### src/rtl/denise_bitplane_shifter.sv
// rtl/denise_bitplane_shifter.sv - bitplane data latches, scroll-delayed load sequencers and pixel shifters
module denise_bitplane_shifter (
    input  logic        clk,
    input  logic        reset,
    input  logic        clk7_en,
    input  logic        clk7n_en,
    input  logic        ecs,
    input  logic [8:1]  reg_address_in,
    input  logic [15:0] data_in,
    output logic [8:1]  bpldata
);

    localparam logic [8:1] BPLCON0  = 8'h80;
    localparam logic [8:1] BPLCON1  = 8'h81;
    localparam logic [8:1] BPL1DAT  = 8'h88;

    logic       hires;
    logic       shres;
    logic [3:0] pf1h;
    logic [3:0] pf2h;

    logic [3:0] pf1_cnt;
    logic [3:0] pf2_cnt;
    logic       pf1_pend;
    logic       pf2_pend;

    logic bpl1_wr;
    logic pf1_load;
    logic pf2_load;
    logic shift_en;

    assign bpl1_wr = clk7_en && (reg_address_in == BPL1DAT);

    // A fresh BPL1DAT write always wins over a load that was about to happen.
    assign pf1_load = clk7_en && pf1_pend && (pf1_cnt == 4'd0) && !bpl1_wr;
    assign pf2_load = clk7_en && pf2_pend && (pf2_cnt == 4'd0) && !bpl1_wr;

    assign shift_en = shres ? 1'b1 :
                      hires ? (clk7_en | clk7n_en) :
                              clk7_en;

    always_ff @(posedge clk or posedge reset) begin
        if (reset) begin
            hires <= 1'b0;
            shres <= 1'b0;
            pf1h  <= 4'd0;
            pf2h  <= 4'd0;
        end else if (clk7_en) begin
            if (reg_address_in == BPLCON0) begin
                hires <= data_in[15];
                shres <= data_in[6] & ecs;
            end
            if (reg_address_in == BPLCON1) begin
                pf1h <= data_in[3:0];
                pf2h <= data_in[7:4];
            end
        end
    end

    // Scroll delay is counted in clk7_en periods regardless of pixel rate.
    always_ff @(posedge clk or posedge reset) begin
        if (reset) begin
            pf1_cnt  <= 4'd0;
            pf2_cnt  <= 4'd0;
            pf1_pend <= 1'b0;
            pf2_pend <= 1'b0;
        end else if (bpl1_wr) begin
            pf1_cnt  <= pf1h;
            pf2_cnt  <= pf2h;
            pf1_pend <= 1'b1;
            pf2_pend <= 1'b1;
        end else if (clk7_en) begin
            if (pf1_pend) begin
                if (pf1_cnt != 4'd0)
                    pf1_cnt <= pf1_cnt - 4'd1;
                else
                    pf1_pend <= 1'b0;
            end
            if (pf2_pend) begin
                if (pf2_cnt != 4'd0)
                    pf2_cnt <= pf2_cnt - 4'd1;
                else
                    pf2_pend <= 1'b0;
            end
        end
    end

    for (genvar n = 1; n <= 8; n++) begin : g_plane
        logic [15:0] latch;
        logic [15:0] sh;
        logic        load;

        // Odd planes belong to playfield 1, even planes to playfield 2.
        assign load = (n % 2 == 1) ? pf1_load : pf2_load;

        always_ff @(posedge clk or posedge reset) begin
            if (reset) begin
                latch <= 16'd0;
                sh    <= 16'd0;
            end else begin
                if (clk7_en && (reg_address_in == BPL1DAT + 8'(n - 1)))
                    latch <= data_in;
                if (load)
                    sh <= latch;
                else if (shift_en)
                    sh <= {sh[14:0], 1'b0};
            end
        end

        assign bpldata[n] = sh[15];
    end

endmodule

### config.mk
export PLATFORM = sky130hd
export DESIGN_NAME = denise_bitplane_shifter
export DESIGN_NICKNAME = d
export VERILOG_FILES = /design/src/rtl/denise_bitplane_shifter.sv
export SDC_FILE = /design/constraint.sdc
export NUM_CORES = 1
export LEC_CHECK = 0
export ABC_AREA = 1
export CORE_MARGIN = 1.5
export CORE_UTILIZATION = 60
export CTS_CLUSTER_SIZE = 24
export DETAILED_ROUTE_END_ITERATION = 8
export HOLD_SLACK_MARGIN = 0.08
export PLACE_DENSITY = 0.78
export SLEW_MARGIN = 25
export SYNTH_ARGS = -nofsm -noshare
export SYNTH_HDL_FRONTEND = slang
export SYNTH_SLANG_ARGS = --single-unit
export TNS_END_PERCENT = 50
### constraint.sdc
create_clock -name clk -period 11.3 [get_ports clk]
set_input_delay 1.13 -clock clk [delete_from_list [all_inputs] [get_ports clk]]
set_output_delay 1.13 -clock clk [all_outputs]
set_load 0.1 [all_outputs]
Yosys cells after proc, flatten, opt, wreduce, memory -nomap -nowiden:

Cells that the tools add are included.

* register bits after elaboration: 276
* word-level logic and storage cells: 102

* $add $sub $neg: 2
* equality and inequality tests: 10
* mux-type cells: 34
* bitwise logic cells: 2
* reduce and logical (&&, ||, !) cells: 30

Operators by type and width (count)
* $mux W16: 16
* $eq A8 B8 Y1 const B: 10
* $mux W4: 8
* $logic_and A1 B1 Y1: 14
* $reduce_bool A2 Y1: 7
* $mux W1: 10
* $logic_not A4 Y1: 2
* $reduce_bool A4 Y1: 2
* $sub A4 B1 Y4 const B: 2
* $reduce_and A3 Y1: 2
* $reduce_and A2 Y1: 2
* $and A1 B1 Y1: 1
* $logic_not A1 Y1: 1
* $or A1 B1 Y1: 1

Depth between registers and ports, before layout:

* word-level depth: 5
* depth in mapped cells: 10
* depth with buffers taken out: 8

Least setup slack after synthesis:

Ideal clock, no wire load.

* path type: input port to flip-flop
* start point: input port reg_address_in[7] (netlist name)
* end point: register g_plane[1].latch[11]
* data arrival time: 2061 ps
* data required time: 11170 ps
* setup slack: 9109 ps
* stages: 9
* path buffers: 3
* cells stage by stage: inv_1 nand2_1 nor2_4 nand3_1 buf_6 buf_6 buf_2 nand2_1 o21ai_1

* longest elaborated chain between the ends: 2

RTL lines
* start: declaration: RTL line 8 `input logic [8:1] reg_address_in,`
* $eq A8 B8 Y1: RTL line 101 `if (clk7_en && (reg_address_in == BPL1DAT + 8'(n - 1)))`
* $logic_and A1 B1 Y1: RTL line 101
* end signal: assignment: RTL line 102 `latch <= data_in;`
* end: declaration: RTL line 89 `logic [15:0] latch;`

Every way passes these cells.
A chain may end at the register's enable or synchronous reset.

Worst setup path after layout:

* start point: input port clk7_en
* end point: register g_plane[2].sh[10]

* longest elaborated chain between the ends: 4
* elaborated cells on any way between the ends: 10
* classes of those cells: mux: 3; bitwise: 1; reduce/logical: 6

RTL lines
* start: declaration: RTL line 5 `input logic clk7_en,`
* $or A1 B1 Y1, or another cell as far along: RTL line 39 `hires ? (clk7_en | clk7n_en) :`
* $mux W1, or another cell as far along: RTL line 39
* $mux W1 or $logic_and A1 B1 Y1 (tied branches): RTL line 38, 36
* $reduce_bool A2 Y1 (no line) or $mux W16 (tied branches)
* end signal: assignment: RTL line 104 `sh <= latch;`
* end signal: assignment: RTL line 106 `sh <= {sh[14:0], 1'b0};`
* end: declaration: RTL line 90 `logic [15:0] sh;`

Several ways; a longest one is shown, not always the timed one.

==> metrics.md <==
| Metric | Value |
|---|---|
| Status | `completed` |
| Crit path largest cell delay | `~0.73 ns` |
| Post-CTS sizing | `0` |
| Placed cell count | `1,848` |
| Unrepaired setup endpoints after global routing | `false` |
| Max-cap viol count | `0` |
| Worst Path Required | `around 12 ns` |
| Router iterations before antenna repair | `5` |
| Synth Area in XOR/XNOR | `0.1348%` |
| CORE AREA | `0.02115 mm2` |
| Min-Delay Path Class | `flop to flop` |
| CTS max path bufs | `3` |
| Die area | `0.02255 mm2` |
| Syn_nets | `1,663` |
| Worst-path clk slew | `around 0.06 ns` |
| Critical setup path kind | `primary input to flop` |
| Starting Density | `between 60 and 70%` |
| #FFs+latches synth | `about 280` |
| Routed Antenna Nets | `0` |
| Simple-Gate Fraction of Synth Area | `31.70%` |
| Detailed-route wire length | `28,340 um` |
| Worst rel slew slack | `between 30% and 40%` |
| Synth Area per Inst | `~8 um2` |
| Combinational power share | `under 10%` |
| H-tree Lvls | `1` |
| Post-Synthesis Cells | `about 1,600` |
| Total GRT Usage | `approximately a quarter` |
| Chip Height | `about 150 um` |
| Peak supply drop | `between 0.1 and 0.15 mV` |
| Ys Warns | `0` |
| Setup bufs post-CTS | `0` |
| Clock power frac | `43.6%` |
| CTS tree | `yes` |
| Most common cell on crit path | `nand2_1` |
| ANT cells | `0` |
| Critical path endpoint category | `flop` |
| Fin. Hold Viols | `0` |
| Cell Area, Synth | `0.01299 mm2` |
| Die Span X | `about 150 um` |
| Min Tclk post-route | `3.784 ns` |
| Hold-fix buffers at CTS | `0` |
| Routed len/inst | `around 15 um` |
| Number of remaining DRC errors | `0` |
| Final slew viol count | `0` |
| Worst-Skew Late Latency | `between 0.5 and 0.6 ns` |
| First DRT Iteration DRCs | `roughly 780` |
| RePlAce Congestion | `between 0.7 and 0.8` |
| Compound-cell area share of the yosys netlist | `between 5 and 6%` |
| IO Count | `37` |
| Num CTS Buffers | `28` |
| FILL cells | `1,743` |
| Largest net degree at the start of global routing | `171` |
| Crit-path cells | `clkdlybuf4s50_1 > nand2_4 > nor2_4 > nand3_4 > nand2_2 > buf_4 > nand2_1 > nand2_1 > nand2_1` |
| Worst clock skew | `about 0.007 ns` |
| Final setup fails | `0` |
| Sequential share of power | `between 40% and 50%` |
| Post-synthesis sequential area ratio | `53.15%` |
| Clock Tree Root | `clkbuf_16` |
| Worst-margin pin slew | `just over 1 ns` |
| Leakage | `0.007260 uW` |
| Fin crit share | `33.49%` |
| Hpwl dp | `about 16,000 um` |
| Initial antenna violation count | `0` |
| Port Buffer Count | `36` |
| Critical path's slowest cell | `nand2_2` |
| Setup TNS | `0 ns` |
| Vias in the first global route | `roughly 9,600` |
| Total gr overflow | `0` |
| Vias per inst | `~5.3` |
| Largest family of logic cells by synthesized area | `simple AND/OR/NAND/NOR gates` |
| Switching Power | `528.1 uW` |
| First-pass GRT wire length | `approximately 48,000 um` |
| Final Core Density | `67.06%` |
| FP Rows | `53` |
| CTS sink cnt | `between 200 and 300` |
| Pwr/cell area | `roughly 150 mW/mm2` |
| P&R area growth vs syn | `9.157%` |
| Worst Path Max Fanout | `56` |
| Post-Synth Adder-Cell Area | `less than 1%` |
| Cell internal pwr | `1655 uW` |
| Peak Freq | `~260 MHz` |
| Sw frac | `24.20%` |
| Non-Filler Instances | `between 1,500 and 2,000` |
| Yosys cell types | `23` |
| Vias | `~10,000` |
| Share of layout cells above drive strength 1 | `~8.2%` |
| Final net count | `roughly 1,600` |
| CP startpoint kind | `primary input` |
| Mux share of post-synthesis cell area | `0%` |
| WP data arrival | `approximately 4.2 ns` |
[synth_stat cells, drive strengths merged]
cell	n	area, um2
xor2	2	17.52
nand3	175	1176
ha	2	25.02
buf	71	504.2
o21ai	135	675.7
nand2	746	2813
o211ai	2	15.01
nor3	1	5.000
a21oi	3	15.01
inv	158	593.1
clkbuf	33	123.9
nor2	26	112.6
dfrtp	276	6907
nand4	2	12.51
[cell type report]
class                           count  area [um2]  area share, %
Clock buffer                       39       813.3          5.733
Inverter                          158       603.1          4.252
Tap cell                          275       344.1          2.426
Multi-Input combinational cell   1094        4932          34.77
Sequential cell                   276        6907          48.69
Timing Repair Buffer               45       440.4          3.105
Clock inverter                     13       145.1          1.023
[worst max-delay path: cells and delay by family]
family	cells	cell delay, ns
simple gates	7	1.84
buf+inv	2	1.18
[flip-flops by register name, summed over array words and instances (netlist names)]
signal and flops:
shres 1, pf1h 4, pf1_cnt 4, pf1_pend 1
pf2_cnt 4, hires 1, g_plane.sh 128, pf2_pend 1
g_plane.latch 128, pf2h 4
[routing by layer]
layer	wire, um	GRT usage [%]	vias to the layer above
li1	-	-	4958
met1	12780	36.39	4762
met2	13400	44.75	240
met3	1381	3.424	49
met4	779	8.137	0
met5	0	0	-
[placed cells by master, fill, tap and decap left out, drive strengths merged]
cell and instances:
o211ai 2, clkdlybuf4s50 36, nor2 26, ha 2, nand4 2, buf 9, nand2 746, inv 158
o21ai 135, clkbuf 39, dfrtp 276, clkinv 8, bufinv 3, a21oi 3, xor2 2, nor3 1
clkinvlp 2, nand3 175
[kinds of logic after synthesis]
logic type,Yosys count
adder cells (fa/ha/maj),2
AO/OA/AOI/OAI,140
buffers and inverters,262
flip-flops,276
AND/OR/NAND/NOR,950
XOR/XNOR,2
[path summary, 6_finish.rpt]
| kind | startpoint | to | slack [ns] | cells after the start |
|---|---|---|---|---|
| setup / recovery | clk7_en | g_plane[2].sh[10] | 7.52 | 9 |
| min in group asynchronous | reset | g_plane[1].sh[3] | 1.12 | 2 |
| hold / removal | g_plane[7].sh[7] | g_plane[7].sh[7] | 0.48 | 2 |
| max in group asynchronous | reset | g_plane[6].latch[9] | 8.82 | 3 |
| setup reg to reg | pf2_cnt[0] | g_plane[2].sh[10] | 8.28 | 10 |
| hold reg to reg | g_plane[7].sh[7] | g_plane[7].sh[7] | 0.48 | 2 |
[power by group through the flow]
stage          Combinational [uW]  Clock (uW)  Sequential, uW
6_report                      165         951            1070
5_1_grt                       188        1000            1070
4_1_cts                       168         963            1070
3_5_place_dp                  168           0            1080
3_3_place_gp                  163           0            1080
2_1_floorplan                 125           0            1080
[stage by stage]
| step | worst slack, ns | hold WS (ns) | total power [uW] | cell area [um2] |
|---|---|---|---|---|
| after floorplan | 2.561 | 0.4488 | 1201 | 13000 |
| after global placement | 7.007 | 0.4615 | 1244 | 13200 |
| after detailed placement | 6.975 | 0.4649 | 1250 | 13220 |
| after CTS | 7.544 | 0.4816 | 2197 | 14170 |
| after global routing | 7.302 | 0.4975 | 2263 | 14180 |
| final | 7.516 | 0.4778 | 2183 | 14180 |
(Power assumes the default switching activity.)
